$ cat config.mk
export PLATFORM = sky130hd
export DESIGN_NAME = exc_commit_ctrl_flat
export DESIGN_NICKNAME = d
export VERILOG_FILES = /design/src/rtl/exc_commit_ctrl_if.sv /design/src/rtl/exc_commit_ctrl.sv /design/src/flat_wrapper.sv
export SDC_FILE = /design/constraint.sdc
export NUM_CORES = 1
export LEC_CHECK = 0
export CAP_MARGIN = 20
export CORE_AREA = 10 10 145 147
export CTS_CLUSTER_DIAMETER = 80
export DETAILED_ROUTE_END_ITERATION = 8
export DIE_AREA = 0 0 155 157
export PLACE_DENSITY_LB_ADDON = 0.1
export SLEW_MARGIN = 20
export SYNTH_ARGS = -nofsm -noshare
export SYNTH_HDL_FRONTEND = slang
export SYNTH_SLANG_ARGS = --single-unit
$ cat constraint.sdc
create_clock -name clk -period 3 [get_ports clk]
set_clock_uncertainty 0.1 [all_clocks]
set_input_delay 0.6 -clock clk [delete_from_list [all_inputs] [get_ports clk]]
set_output_delay 0.6 -clock clk [all_outputs]
set_load 0.01 [all_outputs]
$ cat src/rtl/exc_commit_ctrl_if.sv
// M-stage exception record in, CP0 update / flush / redirect strobes out.
interface exc_commit_ctrl_if;
  logic [4:0]  except_typeM;
  logic [31:0] pc_exceptionM;
  logic [31:0] pcM;
  logic [31:0] badvaddrM;
  logic        is_in_delayslotM;
  logic        mem_busy;

  logic        stall_req;
  logic        flush_all;
  logic        redirect_valid;
  logic [31:0] redirect_pc;
  logic        cp0_exc_we;
  logic        cp0_eret;
  logic [4:0]  cp0_exc_code;
  logic [31:0] cp0_epc;
  logic        cp0_bd;
  logic [31:0] cp0_badvaddr;
  logic [31:0] exc_count;
  logic        drain_timeout;

  // Exception unit / pipeline side
  modport master (
    output except_typeM, pc_exceptionM, pcM, badvaddrM, is_in_delayslotM, mem_busy,
    input  stall_req, flush_all, redirect_valid, redirect_pc, cp0_exc_we, cp0_eret,
           cp0_exc_code, cp0_epc, cp0_bd, cp0_badvaddr, exc_count, drain_timeout
  );

  // Commit controller side
  modport slave (
    input  except_typeM, pc_exceptionM, pcM, badvaddrM, is_in_delayslotM, mem_busy,
    output stall_req, flush_all, redirect_valid, redirect_pc, cp0_exc_we, cp0_eret,
           cp0_exc_code, cp0_epc, cp0_bd, cp0_badvaddr, exc_count, drain_timeout
  );
endinterface

$ cat src/rtl/exc_commit_ctrl.sv
// Precise exception / ERET commit sequencer: latch record, drain the bus, then
// issue CP0 update, flush and redirect together in one COMMIT cycle.
module exc_commit_ctrl #(
  parameter int unsigned DRAIN_TIMEOUT = 255
) (
  input logic              clk,
  input logic              resetn,
  exc_commit_ctrl_if.slave bus
);

  localparam logic [4:0] EXC_CODE_NOEXC = 5'h1f;
  localparam logic [4:0] EXC_CODE_ERET  = 5'h0e;
  localparam logic [7:0] TimeoutCnt     = 8'(DRAIN_TIMEOUT);

  typedef enum logic [1:0] {StIdle, StDrain, StCommit} state_e;

  state_e      r_state;
  logic [4:0]  r_exc_code;
  logic [31:0] r_target;
  logic [31:0] r_pc;
  logic [31:0] r_badvaddr;
  logic        r_bd;
  logic [7:0]  r_drain_cnt;
  logic [31:0] r_exc_count;
  logic        r_drain_timeout;

  logic w_req;
  logic w_commit;
  logic w_is_eret;

  // Gating with resetn keeps every output low while reset is held.
  assign w_req     = resetn && (bus.except_typeM != EXC_CODE_NOEXC);
  assign w_commit  = (r_state == StCommit);
  assign w_is_eret = (r_exc_code == EXC_CODE_ERET);

  // Sequencer state, latched exception record and counters.
  always_ff @(posedge clk or negedge resetn) begin
    if (!resetn) begin
      r_state         <= StIdle;
      r_exc_code      <= '0;
      r_target        <= '0;
      r_pc            <= '0;
      r_badvaddr      <= '0;
      r_bd            <= 1'b0;
      r_drain_cnt     <= '0;
      r_exc_count     <= '0;
      r_drain_timeout <= 1'b0;
    end else begin
      unique case (r_state)
        StIdle: begin
          if (w_req) begin
            r_exc_code  <= bus.except_typeM;
            r_target    <= bus.pc_exceptionM;
            r_pc        <= bus.pcM;
            r_badvaddr  <= bus.badvaddrM;
            r_bd        <= bus.is_in_delayslotM;
            r_drain_cnt <= '0;
            r_state     <= StDrain;
          end
        end
        StDrain: begin
          if (!bus.mem_busy) begin
            r_state <= StCommit;
          end else if (r_drain_cnt == TimeoutCnt) begin
            // Bus never drained: commit anyway and leave a sticky marker.
            r_drain_timeout <= 1'b1;
            r_state         <= StCommit;
          end else begin
            r_drain_cnt <= r_drain_cnt + 8'd1;
          end
        end
        StCommit: begin
          if (!w_is_eret) r_exc_count <= r_exc_count + 32'd1;
          r_state <= StIdle;
        end
        default: r_state <= StIdle;
      endcase
    end
  end

  // Outputs decode from state and latched record only (plus req in IDLE for stall).
  always_comb begin
    bus.stall_req      = 1'b0;
    bus.flush_all      = 1'b0;
    bus.redirect_valid = 1'b0;
    bus.redirect_pc    = '0;
    bus.cp0_exc_we     = 1'b0;
    bus.cp0_eret       = 1'b0;
    bus.cp0_exc_code   = '0;
    bus.cp0_epc        = '0;
    bus.cp0_bd         = 1'b0;
    bus.cp0_badvaddr   = '0;
    unique case (r_state)
      StIdle:  bus.stall_req = w_req;
      StDrain: bus.stall_req = 1'b1;
      StCommit: begin
        bus.stall_req      = 1'b1;
        bus.flush_all      = 1'b1;
        bus.redirect_valid = 1'b1;
        bus.redirect_pc    = r_target;
        if (w_is_eret) begin
          bus.cp0_eret = 1'b1;
        end else begin
          bus.cp0_exc_we   = 1'b1;
          bus.cp0_exc_code = r_exc_code;
          bus.cp0_bd       = r_bd;
          bus.cp0_epc      = r_bd ? (r_pc - 32'd4) : r_pc;
          bus.cp0_badvaddr = r_badvaddr;
        end
      end
      default: bus.stall_req = 1'b0;
    endcase
  end

  assign bus.exc_count     = r_exc_count;
  assign bus.drain_timeout = r_drain_timeout;

endmodule

$ cat src/flat_wrapper.sv
// flat-port wrapper written by rule: the top's interface ports become plain ports
module exc_commit_ctrl_flat 
#(
  parameter int unsigned DRAIN_TIMEOUT = 255
)
  (clk, resetn, bus_except_typeM, bus_pc_exceptionM, bus_pcM, bus_badvaddrM, bus_is_in_delayslotM, bus_mem_busy, bus_stall_req, bus_flush_all, bus_redirect_valid, bus_redirect_pc, bus_cp0_exc_we, bus_cp0_eret, bus_cp0_exc_code, bus_cp0_epc, bus_cp0_bd, bus_cp0_badvaddr, bus_exc_count, bus_drain_timeout);
  exc_commit_ctrl_if bus_i ();
  input logic clk;
  input logic resetn;
  input wire logic [$bits(bus_i.except_typeM)-1:0] bus_except_typeM;
  input wire logic [$bits(bus_i.pc_exceptionM)-1:0] bus_pc_exceptionM;
  input wire logic [$bits(bus_i.pcM)-1:0] bus_pcM;
  input wire logic [$bits(bus_i.badvaddrM)-1:0] bus_badvaddrM;
  input wire logic [$bits(bus_i.is_in_delayslotM)-1:0] bus_is_in_delayslotM;
  input wire logic [$bits(bus_i.mem_busy)-1:0] bus_mem_busy;
  output wire logic [$bits(bus_i.stall_req)-1:0] bus_stall_req;
  output wire logic [$bits(bus_i.flush_all)-1:0] bus_flush_all;
  output wire logic [$bits(bus_i.redirect_valid)-1:0] bus_redirect_valid;
  output wire logic [$bits(bus_i.redirect_pc)-1:0] bus_redirect_pc;
  output wire logic [$bits(bus_i.cp0_exc_we)-1:0] bus_cp0_exc_we;
  output wire logic [$bits(bus_i.cp0_eret)-1:0] bus_cp0_eret;
  output wire logic [$bits(bus_i.cp0_exc_code)-1:0] bus_cp0_exc_code;
  output wire logic [$bits(bus_i.cp0_epc)-1:0] bus_cp0_epc;
  output wire logic [$bits(bus_i.cp0_bd)-1:0] bus_cp0_bd;
  output wire logic [$bits(bus_i.cp0_badvaddr)-1:0] bus_cp0_badvaddr;
  output wire logic [$bits(bus_i.exc_count)-1:0] bus_exc_count;
  output wire logic [$bits(bus_i.drain_timeout)-1:0] bus_drain_timeout;
  assign bus_i.except_typeM = bus_except_typeM;
  assign bus_i.pc_exceptionM = bus_pc_exceptionM;
  assign bus_i.pcM = bus_pcM;
  assign bus_i.badvaddrM = bus_badvaddrM;
  assign bus_i.is_in_delayslotM = bus_is_in_delayslotM;
  assign bus_i.mem_busy = bus_mem_busy;
  assign bus_stall_req = bus_i.stall_req;
  assign bus_flush_all = bus_i.flush_all;
  assign bus_redirect_valid = bus_i.redirect_valid;
  assign bus_redirect_pc = bus_i.redirect_pc;
  assign bus_cp0_exc_we = bus_i.cp0_exc_we;
  assign bus_cp0_eret = bus_i.cp0_eret;
  assign bus_cp0_exc_code = bus_i.cp0_exc_code;
  assign bus_cp0_epc = bus_i.cp0_epc;
  assign bus_cp0_bd = bus_i.cp0_bd;
  assign bus_cp0_badvaddr = bus_i.cp0_badvaddr;
  assign bus_exc_count = bus_i.exc_count;
  assign bus_drain_timeout = bus_i.drain_timeout;
  exc_commit_ctrl #(.DRAIN_TIMEOUT(DRAIN_TIMEOUT)) u_core (.clk(clk), .resetn(resetn), .bus(bus_i));
endmodule
### Word level (Yosys, flattened, before mapping)

Cells that the tools add are included.

| word-level totals | value |
|---|---|
| register bits | 145 |
| bits of input ports | 105 |
| output and inout port bits | 140 |

| operators by class | value |
|---|---|
| add/sub/neg operators | 3 |
| equal/unequal tests | 9 |
| mux-type cells | 24 |
| bitwise logic cells | 1 |
| reductions and logical operators | 9 |

Operators by type and width:

| cell | number |
|---|---|
| $mux 32 | 6 |
| $add 32x1->32 const B | 1 |
| $sub 32x3->32 const B | 1 |
| $mux 8 | 3 |
| $pmux 8 s2 | 1 |
| $mux 5 | 2 |
| $add 8x1->8 const B | 1 |
| $eq 8x8->1 const B | 1 |
| $mux 1 | 7 |
| $mux 2 | 3 |
| $reduce_and 2->1 | 3 |
| $eq 5x4->1 const B | 1 |
| $ne 5x5->1 const B | 1 |
| $ne 2x2->1 const B | 2 |
| $pmux 2 s2 | 1 |
| $reduce_and 4->1 | 1 |
| $ne 3x2->1 const B | 1 |
| $reduce_and 3->1 | 1 |
| $eq 2x1->1 const B | 1 |
| $eq 2x2->1 const B | 1 |
| $logic_not 2->1 | 1 |
| $ne 2x1->1 const B | 1 |
| $pmux 1 s2 | 1 |
| $reduce_bool 2->1 | 1 |
| 3 further kinds | 3 |

### Logic depth before layout (Yosys ltp)

| depth | value |
|---|---|
| word-level depth | 4 |
| depth in mapped cells | 8 |

### Worst setup path after synthesis

No wires, ideal clock.

| path | value |
|---|---|
| path kind | input to output |
| start | in bus_except_typeM[4] |
| end | out bus_stall_req |
| arrival | 2078 ps |
| data required time | 2300 ps |
| path slack | 222 ps |
| stages on the path | 7 |
| path through | and4_1 -> a21bo_2 -> or2_2 -> clkbuf_1 -> clkbuf_1 -> clkbuf_1 -> a21oi_1 |

| between the ends | value |
|---|---|
| longest elaborated chain between the ends | 3 |

RTL lines:

| item | line | source |
|---|---|---|
| start, declared | flat_wrapper.sv:10 | `input wire logic [$bits(bus_i.except_typeM)-1:0] bus_except_typeM;` |
| $ne 5x5->1 | exc_commit_ctrl.sv:32 | `assign w_req = resetn && (bus.except_typeM != EXC_CODE_NOEXC);` |
| $logic_and 1x1->1 | exc_commit_ctrl.sv:32 |  |
| $pmux 1 s2 | exc_commit_ctrl.sv:93 | `unique case (r_state)` |
| end, declared | flat_wrapper.sv:16 | `output wire logic [$bits(bus_i.stall_req)-1:0] bus_stall_req;` |

Every way passes these cells.

### Worst setup path in the final report

| path | value |
|---|---|
| start | reg u_core.r_pc[11] |
| end | out bus_cp0_epc[28] |

| between the ends | value |
|---|---|
| longest elaborated chain between the ends | 4 |

RTL lines:

| item | line | source |
|---|---|---|
| start, declared | exc_commit_ctrl.sv:20 | `logic [31:0] r_pc;` |
| start signal, assigned | exc_commit_ctrl.sv:54 | `r_pc <= bus.pcM;` |
| $sub 32x3->32 | exc_commit_ctrl.sv:107 | `bus.cp0_epc = r_bd ? (r_pc - 32'd4) : r_pc;` |
| $mux 32 | exc_commit_ctrl.sv:107 |  |
| $mux 32 | exc_commit_ctrl.sv:101 | `if (w_is_eret) begin` |
| $mux 32 | exc_commit_ctrl.sv:93 |  |
| end, declared | flat_wrapper.sv:23 | `output wire logic [$bits(bus_i.cp0_epc)-1:0] bus_cp0_epc;` |

Every way passes these cells.

==> flow_summary_export.csv <==
group,metric,value,unit
routing,drt_pass1_iterations,4,
global_routing,antenna_found_initial,0,
run,drv_cap,0,
routing,drt_iter0_markers,206,
placement,gp_congestion,0.845,
logic_synthesis,ys_ff_latch,145,
sta,rsz0062_at_grt,"yes",
clock_tree,ctsRootBufferMaster,"clkbuf_16",
logic_synthesis,synth_top_area_share,50.9,%
layout,final_util,61.0,%
setup_path,path_class,"reg2out",
layout,syn_to_final_growth,57.0,%
sta,setup_viol,15,
routing,wl_per_cell,18.8,um
layout,final_nets,1014,
setup_path,path_cells,"or4_4 -> or4_4 -> buf_12 -> nor4_4 -> xnor2_1 -> nor2_2 -> buf_2",
die,die_area,24300,um^2
placement,dp_hpwl,15.5,mm
clock_tree,cts_buffer_depth,2,
clock_tree,htree_num_levels,4,
global_routing,grt_first_pass_wirelength,34.0,mm
logic_synthesis,synth.avg_cell_area,11.6,um^2
logic_synthesis,yosys_warnings,0,
global_routing,grt_overflow,0,
logic_synthesis,synth-edff-count,0,
sta,slew_headroom,45.2,%
die,design.core.area,18300,um^2
logic_synthesis,synthesis.area,7130,um^2
setup_path,end_kind,"primary output",
routing,wl_met2,11.1,mm
clock_tree,hold_buffers,0,
layout,antennaDiodeCount,0,
logic_synthesis,synthTopCellsByArea,"dfrtp_1 51%, mux2_2 17%, and2_1 6.6%, xnor2_1 6.3%, nor2_1 2.2%",
setup_path,rr_startpoint,"u_core.r_state[1]",
setup_path,regToRegEndpoint,"u_core.r_pc[2]",
pwr,power_density,867,nW/um^2
pwr,peakVddDrop,0.000478,V
setup_path,critPathBufInv,2,
die,initial_core_util,38.9,%
sta,hold_viol_final,0,
clock_tree,clock_latency,410,ps
setup_path,crit_family,"simple AND/OR/NAND/NOR gates",
setup_path,slowest_delay,540,ps
layout,final_common_cell,"clkdlybuf4s50_1",
outcome,status,"finished with violations",
sta,slew_violations,0,
logic_synthesis,yosysSeqAreaShare,50.9,%
sta,period_share,111,%
setup_path,critPathMaxFanout,6,
clock_tree,clk_pin_slew,70,ps
die,io_pins,245,
global_routing,track_usage,17.4,%
sta,tightest_slew,821,ps
die,rows,50,
min_path,hp-class,"in2async",
placement,place_area,10100,um^2
logic_synthesis,yosysTopAreaCell,"dfrtp_1",
logic_synthesis,syn_inst,612,
layout,nFillCells,1486,
die,die_h,157,um
routing,drc_errors,0,
routing,met1_length,8.40,mm
logic_synthesis,synthFlopType,"dfrtp_1",
logic_synthesis,syn-num-nets,724,
layout,regArea,3630,um^2
routing,routed_wl,21.6,mm
setup_path,crit_slowest_cell,"or4_4",
layout,final_cell_mix,"179 x clkdlybuf4s50_1, 143 x dfrtp_1, 107 x mux2_2",
sta,min_period,3340,ps
routing,routed-via-count,5630,
pwr,power_leakage,0.00540,uW
placement,io_buffers,244,
clock_tree,cts_inserted_buffers,17,
layout,postLayoutCellArea,11200,um^2
layout,multi_input_area,3630,um^2
sta,setup_slack,-345,ps
setup_path,crit_arrival,2640,ps
logic_synthesis,synth.distinct_cells,45,
logic_synthesis,ys_async_sr_fraction,100,%
routing,dr_wl_met3,1.80,mm
clock_tree,cts_tree,"built",
clock_tree,clock_sinks,145,
setup_path,cp.required,2300,ps
layout,drive_gt1_share,28.5,%
outcome,violations,"negative setup slack",
setup_path,rr_worst_depth,7,
setup_path,critPathLaunchType,"flop",
setup_path,cpMostUsedCell,"or4_4",
sta,max_freq,0.299,GHz
global_routing,grt_max_degree,90,
die,die_w,155,um
setup_path,rrSetupSlack,570,ps
routing,drtAntennaViolNets,0,
routing,top_layer,"met4",
routing,routed_via_density,4.90,
global_routing,grt_pass1_vias,6157,
==> worst register-to-register path, stage by stage, from the launching register on <==
cell and delay, ps:
dfrtp_1 430, inv_1 90, ha_1 240, inv_1 100, or2_4 120, buf_4 360
buf_12 420, mux2_2 420
==> metrics by stage <==
stage	total power, uW	setup TNS (ps)	setup WS, ps	instances	hold WS, ps
after global placement	7230	-3850	-255	1098	360
after floorplan	5370	0	222	612	204
after CTS	9750	-4930	-434	1143	283
after global routing	10300	-5370	-438	1149	313
after detailed placement	7360	-6610	-326	1098	361
final	9700	-3750	-345	1149	276
==> worst max path at each step <==
stage	slack (ps)	end	start	cells after the start
6_report	-340	bus_cp0_epc[28]	u_core.r_pc[11]	7
5_1_grt	-440	bus_cp0_epc[28]	u_core.r_pc[11]	7
4_1_cts	-430	bus_cp0_epc[29]	u_core.r_pc[12]	7
3_5_place_dp	-330	bus_cp0_epc[29]	u_core.r_pc[13]	7
3_3_place_gp	-260	bus_cp0_epc[29]	u_core.r_pc[13]	7
2_1_floorplan	220	bus_stall_req	bus_except_typeM[4]	7
==> cells in the mapped netlist (all sizes together) (6+ instances only) <==
cell / count
and2: 75
and3: 7
and4: 6
buf: 12
clkbuf: 16
dfrtp: 145
ha: 7
inv: 8
mux2: 107
nand2: 18
nand3: 20
nand4: 10
nor2: 47
nor3: 17
nor4: 16
or3: 6
or4: 6
xnor2: 51
xor2: 12
==> cell families after synthesis <==
family	after synthesis	synth area share [%]
AOI/OAI and AO/OA	13	1.21
xor gates and xnor gates	63	7.74
adders and majority gates	7	1.23
buffers and inverters	36	2.16
DFF	145	50.9
muxes	107	16.9
and+or+nand+nor	241	19.8
==> layout make-up <==
class                   instances  share of cell area (%)
clock buffers                  19                    4.05
clock inverters                13                    1.55
inverters                       8                   0.268
multi-input cells             431                    32.5
flip-flops and latches        145                    32.5
well taps                     234                    2.62
repair buffers                299                    26.6
==> sequential cells by signal (all words and copies together) (netlist names) <==
register	flops
u_core.bus.exc_count	32
u_core.r_exc_code	5
u_core.bus.drain_timeout	1
u_core.r_drain_cnt	8
u_core.r_bd	1
u_core.r_badvaddr	32
u_core.r_target	32
u_core.r_pc	32
u_core.r_state	2
==> where the power goes <==
group	total [uW]	internal [uW]	switching [uW]
clock	2240	1370	869
sequential	3260	2730	531
combinational	4200	2360	1830
==> routing by layer <==
metal,up-vias,track usage (%)
met1,2755,19.6
li1,2689,-
met4,0,4.54
met5,-,0
met3,15,6.60
met2,171,30.4
==> timing repair <==
| item | in CTS | in global routing |
|---|---|---|
| setup buffers | 13 | 6 |
| pin swaps | 33 | 21 |
| hold endpoints to repair | 0 | 0 |
| resized for setup | 125 | 53 |
| endpoints found under the setup margin | 68 | 55 |
Note: power is estimated with default switching activity, not from simulation.
